$ cat config.mk
export PLATFORM = sky130hd
export DESIGN_NAME = req_grant_tracker
export DESIGN_NICKNAME = d
export VERILOG_FILES = /design/src/rtl/req_grant_tracker_pkg.sv /design/src/rtl/req_grant_tracker_msb_select.sv /design/src/rtl/req_grant_tracker.sv
export SDC_FILE = /design/constraint.sdc
export NUM_CORES = 1
export LEC_CHECK = 0
export CORE_UTILIZATION = 48
export CTS_CLUSTER_DIAMETER = 100
export DETAILED_ROUTE_END_ITERATION = 10
export PLACE_DENSITY = 0.83
export SLEW_MARGIN = 20
export SYNTH_ARGS = -nofsm -noshare
export SYNTH_HDL_FRONTEND = slang
export SYNTH_SLANG_ARGS = --single-unit
export TNS_END_PERCENT = 5
$ cat constraint.sdc
create_clock -name clk -period 4.5 [get_ports clk]
set_input_delay 0.45 -clock clk [delete_from_list [all_inputs] [get_ports clk]]
set_output_delay 0.45 -clock clk [all_outputs]
set_load 0.01 [all_outputs]
$ cat src/rtl/req_grant_tracker_pkg.sv
// mgpu_arb_pkg: shared constants, FSM state type and one-hot decode helper for the
// request/grant tracker.
package mgpu_arb_pkg;

   localparam int NUM_REQ_DEF = 10;
   localparam int IDX_W_DEF   = $clog2(NUM_REQ_DEF);

   typedef enum logic [1:0] {IDLE, OFFER, BUSY} state_e;

   // Supports vectors up to 32 bits; callers zero-extend.
   function automatic logic [31:0] onehot2idx(input logic [31:0] oh);
      logic [31:0] idx;
      idx = '0;
      for (int i = 0; i < 32; i++) if (oh[i]) idx = idx | 32'(i);
      return idx;
   endfunction

endpackage

$ cat src/rtl/req_grant_tracker_msb_select.sv
// msb_select: combinational one-hot of the highest set input bit, zero when none set.
module msb_select #(
   parameter int NUM_REQ = 10
) (
   input  logic [NUM_REQ-1:0] in_vec,
   output logic [NUM_REQ-1:0] out_onehot
);

   always_comb begin
      out_onehot = '0;
      for (int i = 0; i < NUM_REQ; i++)
         if (in_vec[i]) out_onehot = NUM_REQ'(1) << i;
   end

endmodule

$ cat src/rtl/req_grant_tracker.sv
// req_grant_tracker: captures request pulses, offers an MSB-first one-hot grant and
// tracks resource ownership until done. Define RR_MASK_EN for round-robin fairness.
module req_grant_tracker
   import mgpu_arb_pkg::*;
#(
   parameter int NUM_REQ = NUM_REQ_DEF,
   parameter int IDX_W   = $clog2(NUM_REQ)
) (
   input  logic               clk,
   input  logic               rst_n,
   input  logic [NUM_REQ-1:0] req_pulse,
   output logic [NUM_REQ-1:0] gnt_onehot,
   output logic [IDX_W-1:0]   gnt_idx,
   output logic               gnt_valid,
   input  logic               gnt_ready,
   input  logic               done,
   output logic               busy,
   output logic [NUM_REQ-1:0] pending
);

   state_e               state_q, state_d;
   logic [NUM_REQ-1:0]   pending_q, pending_d;
   logic [NUM_REQ-1:0]   gnt_onehot_q, gnt_onehot_d;
   logic [IDX_W-1:0]     gnt_idx_q, gnt_idx_d;
   logic                 gnt_valid_q, gnt_valid_d;
   logic                 busy_q, busy_d;
   logic [NUM_REQ-1:0]   eligible, sel;
   logic                 accept;

`ifdef RR_MASK_EN
   logic [NUM_REQ-1:0]   mask_q, mask_d;
   logic                 wrap;

   // Every pending client already served: start a fresh rotation.
   assign wrap     = (pending_q & ~mask_q) == '0;
   assign eligible = wrap ? pending_q : (pending_q & ~mask_q);

   always_comb begin
      mask_d = mask_q;
      if (state_q == IDLE && |pending_q && wrap) mask_d = '0;
      if (accept) mask_d = mask_q | gnt_onehot_q;
   end

   always_ff @(posedge clk or negedge rst_n)
      if (!rst_n) mask_q <= '0;
      else        mask_q <= mask_d;
`else
   assign eligible = pending_q;
`endif

   msb_select #(.NUM_REQ(NUM_REQ)) u_msb_select (
      .in_vec     (eligible),
      .out_onehot (sel)
   );

   assign accept = (state_q == OFFER) && gnt_valid_q && gnt_ready;

   always_comb begin
      // A new pulse on the accepted bit survives the clear.
      pending_d    = (pending_q & ~(accept ? gnt_onehot_q : '0)) | req_pulse;
      state_d      = state_q;
      gnt_onehot_d = gnt_onehot_q;
      gnt_idx_d    = gnt_idx_q;
      gnt_valid_d  = gnt_valid_q;
      busy_d       = busy_q;
      case (state_q)
         IDLE: if (|pending_q) begin
            gnt_onehot_d = sel;
            gnt_idx_d    = IDX_W'(onehot2idx(32'(sel)));
            gnt_valid_d  = 1'b1;
            state_d      = OFFER;
         end
         OFFER: if (accept) begin
            gnt_valid_d = 1'b0;
            busy_d      = 1'b1;
            state_d     = BUSY;
         end
         BUSY: if (done) begin
            busy_d       = 1'b0;
            gnt_onehot_d = '0;
            state_d      = IDLE;
         end
         default: state_d = IDLE;
      endcase
   end

   always_ff @(posedge clk or negedge rst_n)
      if (!rst_n) begin
         state_q      <= IDLE;
         pending_q    <= '0;
         gnt_onehot_q <= '0;
         gnt_idx_q    <= '0;
         gnt_valid_q  <= 1'b0;
         busy_q       <= 1'b0;
      end else begin
         state_q      <= state_d;
         pending_q    <= pending_d;
         gnt_onehot_q <= gnt_onehot_d;
         gnt_idx_q    <= gnt_idx_d;
         gnt_valid_q  <= gnt_valid_d;
         busy_q       <= busy_d;
      end

   assign gnt_onehot = gnt_onehot_q;
   assign gnt_idx    = gnt_idx_q;
   assign gnt_valid  = gnt_valid_q;
   assign busy       = busy_q;
   assign pending    = pending_q;

endmodule

==> impl_results.md <==
- Status: complete, no violations
- Placed cell count: approximately 180
- Initial antenna violation count: 0
- Total iterations of the first detailed-routing run: 4
- Switching power: roughly 0.21 mW
- Sink Count: 28
- DRT antenna net count: 0
- Grt ovf: 0
- Combinational share of power: 0.301
- Crit Path Class: reg2reg
- 1st-iter DRT viols: 14
- Synth Area in Adders: 0
- Reg power frac: 0.508
- Post-DP Area: roughly 0.0016 mm2
- Vias in the first global route: about 1.0k
- Skew-Pair Late Insertion Delay: 0.32 ns
- Largest net degree at the start of global routing: 29
- Final instance area: 0.00169 mm2
- H-tree Lvls: 1
- Cell leakage power: 0.677 nW
- Layout cell share with drive strength beyond 1: 0.105
- Via count: 1041
- DRC violations left: 0
- Largest family of logic cells by synthesized area: compound AO/OA/AOI/OAI gates
- Hold Vio Cnt, Final: 0
- Crit share post-route: 0.467
- First-pass GRT wire length: 4560 um
- Yosys warns: 0
- PwrDens: 376 mW/mm2
- Final instance count without filler cells: ~180
- Most area-consuming cells after synthesis: dfrtp_1 57%, a21o_1 4.9%, nand2_1 3.4%
- Tot GR Track Use: 0.230
- Fmax: between 400 and 500 MHz
- Register area share after synthesis: 0.574
- Die Ht: 52.4 um
- Die W: 52.4 um
- Arrival time worst endpoint: around 2.3 ns
- Total core area: 0.00230 mm2
- Post-Synth Simple-Gate Area: 0.154
- CP Capture Type: flip-flop
- Syn avg cell area: 11.0 um2
- Clock buffer depth: 2
- Post-synthesis sequential element count: 28
- Drt total wl: 2830 um
- Rows: 17
- Internal: 0.427 mW
- Minimum clock period: about 2.1 ns
- Post-CTS Setup Repair Bufs: 0
- Mapped Nets: 125
- Crit Path Max Fanout: 6
- Max Clock Skew: 0.00424 ns
- WL/cell: 15.6 um
- Area growth syn-to-layout: 38.0%
- Root buffer cell: clkbuf_4
- Util after Layout: 0.734
- Number of I/O pins: 40
- Peak VDD IR: 241 uV
- IO buf count: 39
- Hold Buf Count CTS: 0
- WP data required: 4.73 ns
- Setup Viol. Count Final: 0
- Slew HR: 0.489
- CTS tree: done
- Worst Setup Start Kind: flip-flop
- Cell taking the most area after synthesis: dfrtp_1
- Clock network power share: 0.192
- Cell Area, Synth: between 0.001 and 0.0015 mm2
- N_diodes: 0
- Post-Syn Instances: 111
- Max Cap Viol: 0
- CTS Buf Count: 3
- Mux share of post-synthesis cell area: 0.0246
- Worst-Margin Slew: 0.760 ns
- RD Place Congestion: 0.866
- Avg Vias per Cell: 5.75
- Setup TNS after final layout: 0 ns
- Resized cells post-CTS: 0
- Unique masters post-synth: 28
- HP Class: in2async
- Initial Util: 0.532
- Worst-path clk slew: 0.15 ns
- Final Max Slew Viols: 0
- Synth top area share: 0.574
- RSZ-0062 raised after global routing: no
- Final net count: 168
- Synth Area in Compound Gates: 0.213
- XOR/XNOR Fraction of Synth Area: 0
- Die area: 0.00275 mm2
- Switching Fraction: 0.327
- DP Wirelength: 2140 um
==> cells in the mapped netlist (all sizes together) <==
library cell / n
a32o: 4
a211o: 1
a22o: 3
nor3: 6
a31o: 2
a21o: 8
a22oi: 2
nor2: 6
buf: 1
a21oi: 5
a211oi: 2
or3: 2
o21bai: 2
o31a: 1
inv: 8
nor2b: 1
or2: 4
nand2b: 1
dfrtp: 28
or4: 1
clkbuf: 2
nand3: 2
nor4: 1
o22a: 1
o21ai: 4
mux2: 2
nand2: 11
==> state kept, by name, indices dropped and copies added (netlist names) <==
signal and cells:
gnt_idx 4, state_q 2, busy 1, gnt_onehot 10, gnt_valid 1, pending 10
==> logic make-up after synthesis <==
| kind of cell | Yosys count |
|---|---|
| buffers and inverters | 11 |
| AO/OA/AOI/OAI | 35 |
| multiplexers | 2 |
| AND/OR/NAND/NOR | 35 |
| flip-flops | 28 |
==> per-stage QoR <==
step	setup WS, ns	power [mW]	hold WS, ns
final	2.40	0.633	0.482
after global routing	2.30	0.667	0.516
after CTS	2.39	0.636	0.491
after detailed placement	2.22	0.517	0.478
after global placement	2.29	0.507	0.472
after floorplan	2.58	0.421	0.154
==> cell usage in the layout, fill, tap and decap left out, types with 3 or more instances in the layout <==
| master | Yosys | routed |
|---|---|---|
| clkdlybuf4s50_1 | 0 | 39 |
| dfrtp_1 | 28 | 28 |
| nand2_1 | 11 | 11 |
| inv_1 | 8 | 8 |
| a21o_1 | 8 | 8 |
| nor2_1 | 6 | 6 |
| nor3_1 | 5 | 5 |
| a21oi_1 | 5 | 5 |
| or2_2 | 4 | 4 |
| o21ai_0 | 4 | 4 |
| a32o_1 | 4 | 4 |
| a22o_1 | 3 | 3 |
| clkbuf_4 | 0 | 3 |
==> per-layer routing <==
metal	vias up	share of wire	GRT usage
met5	-	0	0
met4	0	0.0085	0.0746
met3	4	0.063	0.0261
met2	49	0.53	0.409
met1	504	0.40	0.287
li1	484	-	-
==> path summary, 6_finish.rpt <==
check | endpoint | slack, ns | cells past startpoint | from
max in group asynchronous | pending[3]$_DFF_PN0_ | 3.76 | 2 | rst_n
setup / recovery | gnt_idx[0]$_DFFE_PN0P_ | 2.40 | 4 | pending[4]$_DFF_PN0_
hold / removal | state_q[0]$_DFFE_PN0P_ | 0.48 | 2 | rst_n
min in group clk | busy$_DFFE_PN0P_ | 0.51 | 1 | busy$_DFFE_PN0P_
setup reg to reg | gnt_idx[0]$_DFFE_PN0P_ | 2.40 | 4 | pending[4]$_DFF_PN0_
hold reg to reg | busy$_DFFE_PN0P_ | 0.51 | 1 | busy$_DFFE_PN0P_
==> critical path: stages, from the launching register on <==
cell and delay [ns]:
dfrtp_1 0.45, or4_1 0.68, nor4_4 0.38, nor3_2 0.16
mux2_4 0.32
==> power by group through the flow <==
stage | combinational (mW) | sequential (mW) | clock, mW
final | 0.190 | 0.322 | 0.121
after global routing | 0.208 | 0.327 | 0.132
after CTS | 0.191 | 0.321 | 0.124
after detailed placement | 0.190 | 0.327 | 0
after global placement | 0.185 | 0.322 | 0
after floorplan | 0.101 | 0.320 | 0
==> area by class of cell <==
class | count | area (um2)
sequential | 28 | 701
timing repair buffer | 41 | 405
inverter | 8 | 30.0
clock buffer | 4 | 36.3
fill | 172 | 612
multi-input combinational | 72 | 478
tap | 28 | 35.0
No activity file was read; power rests on OpenSTA's default activity.
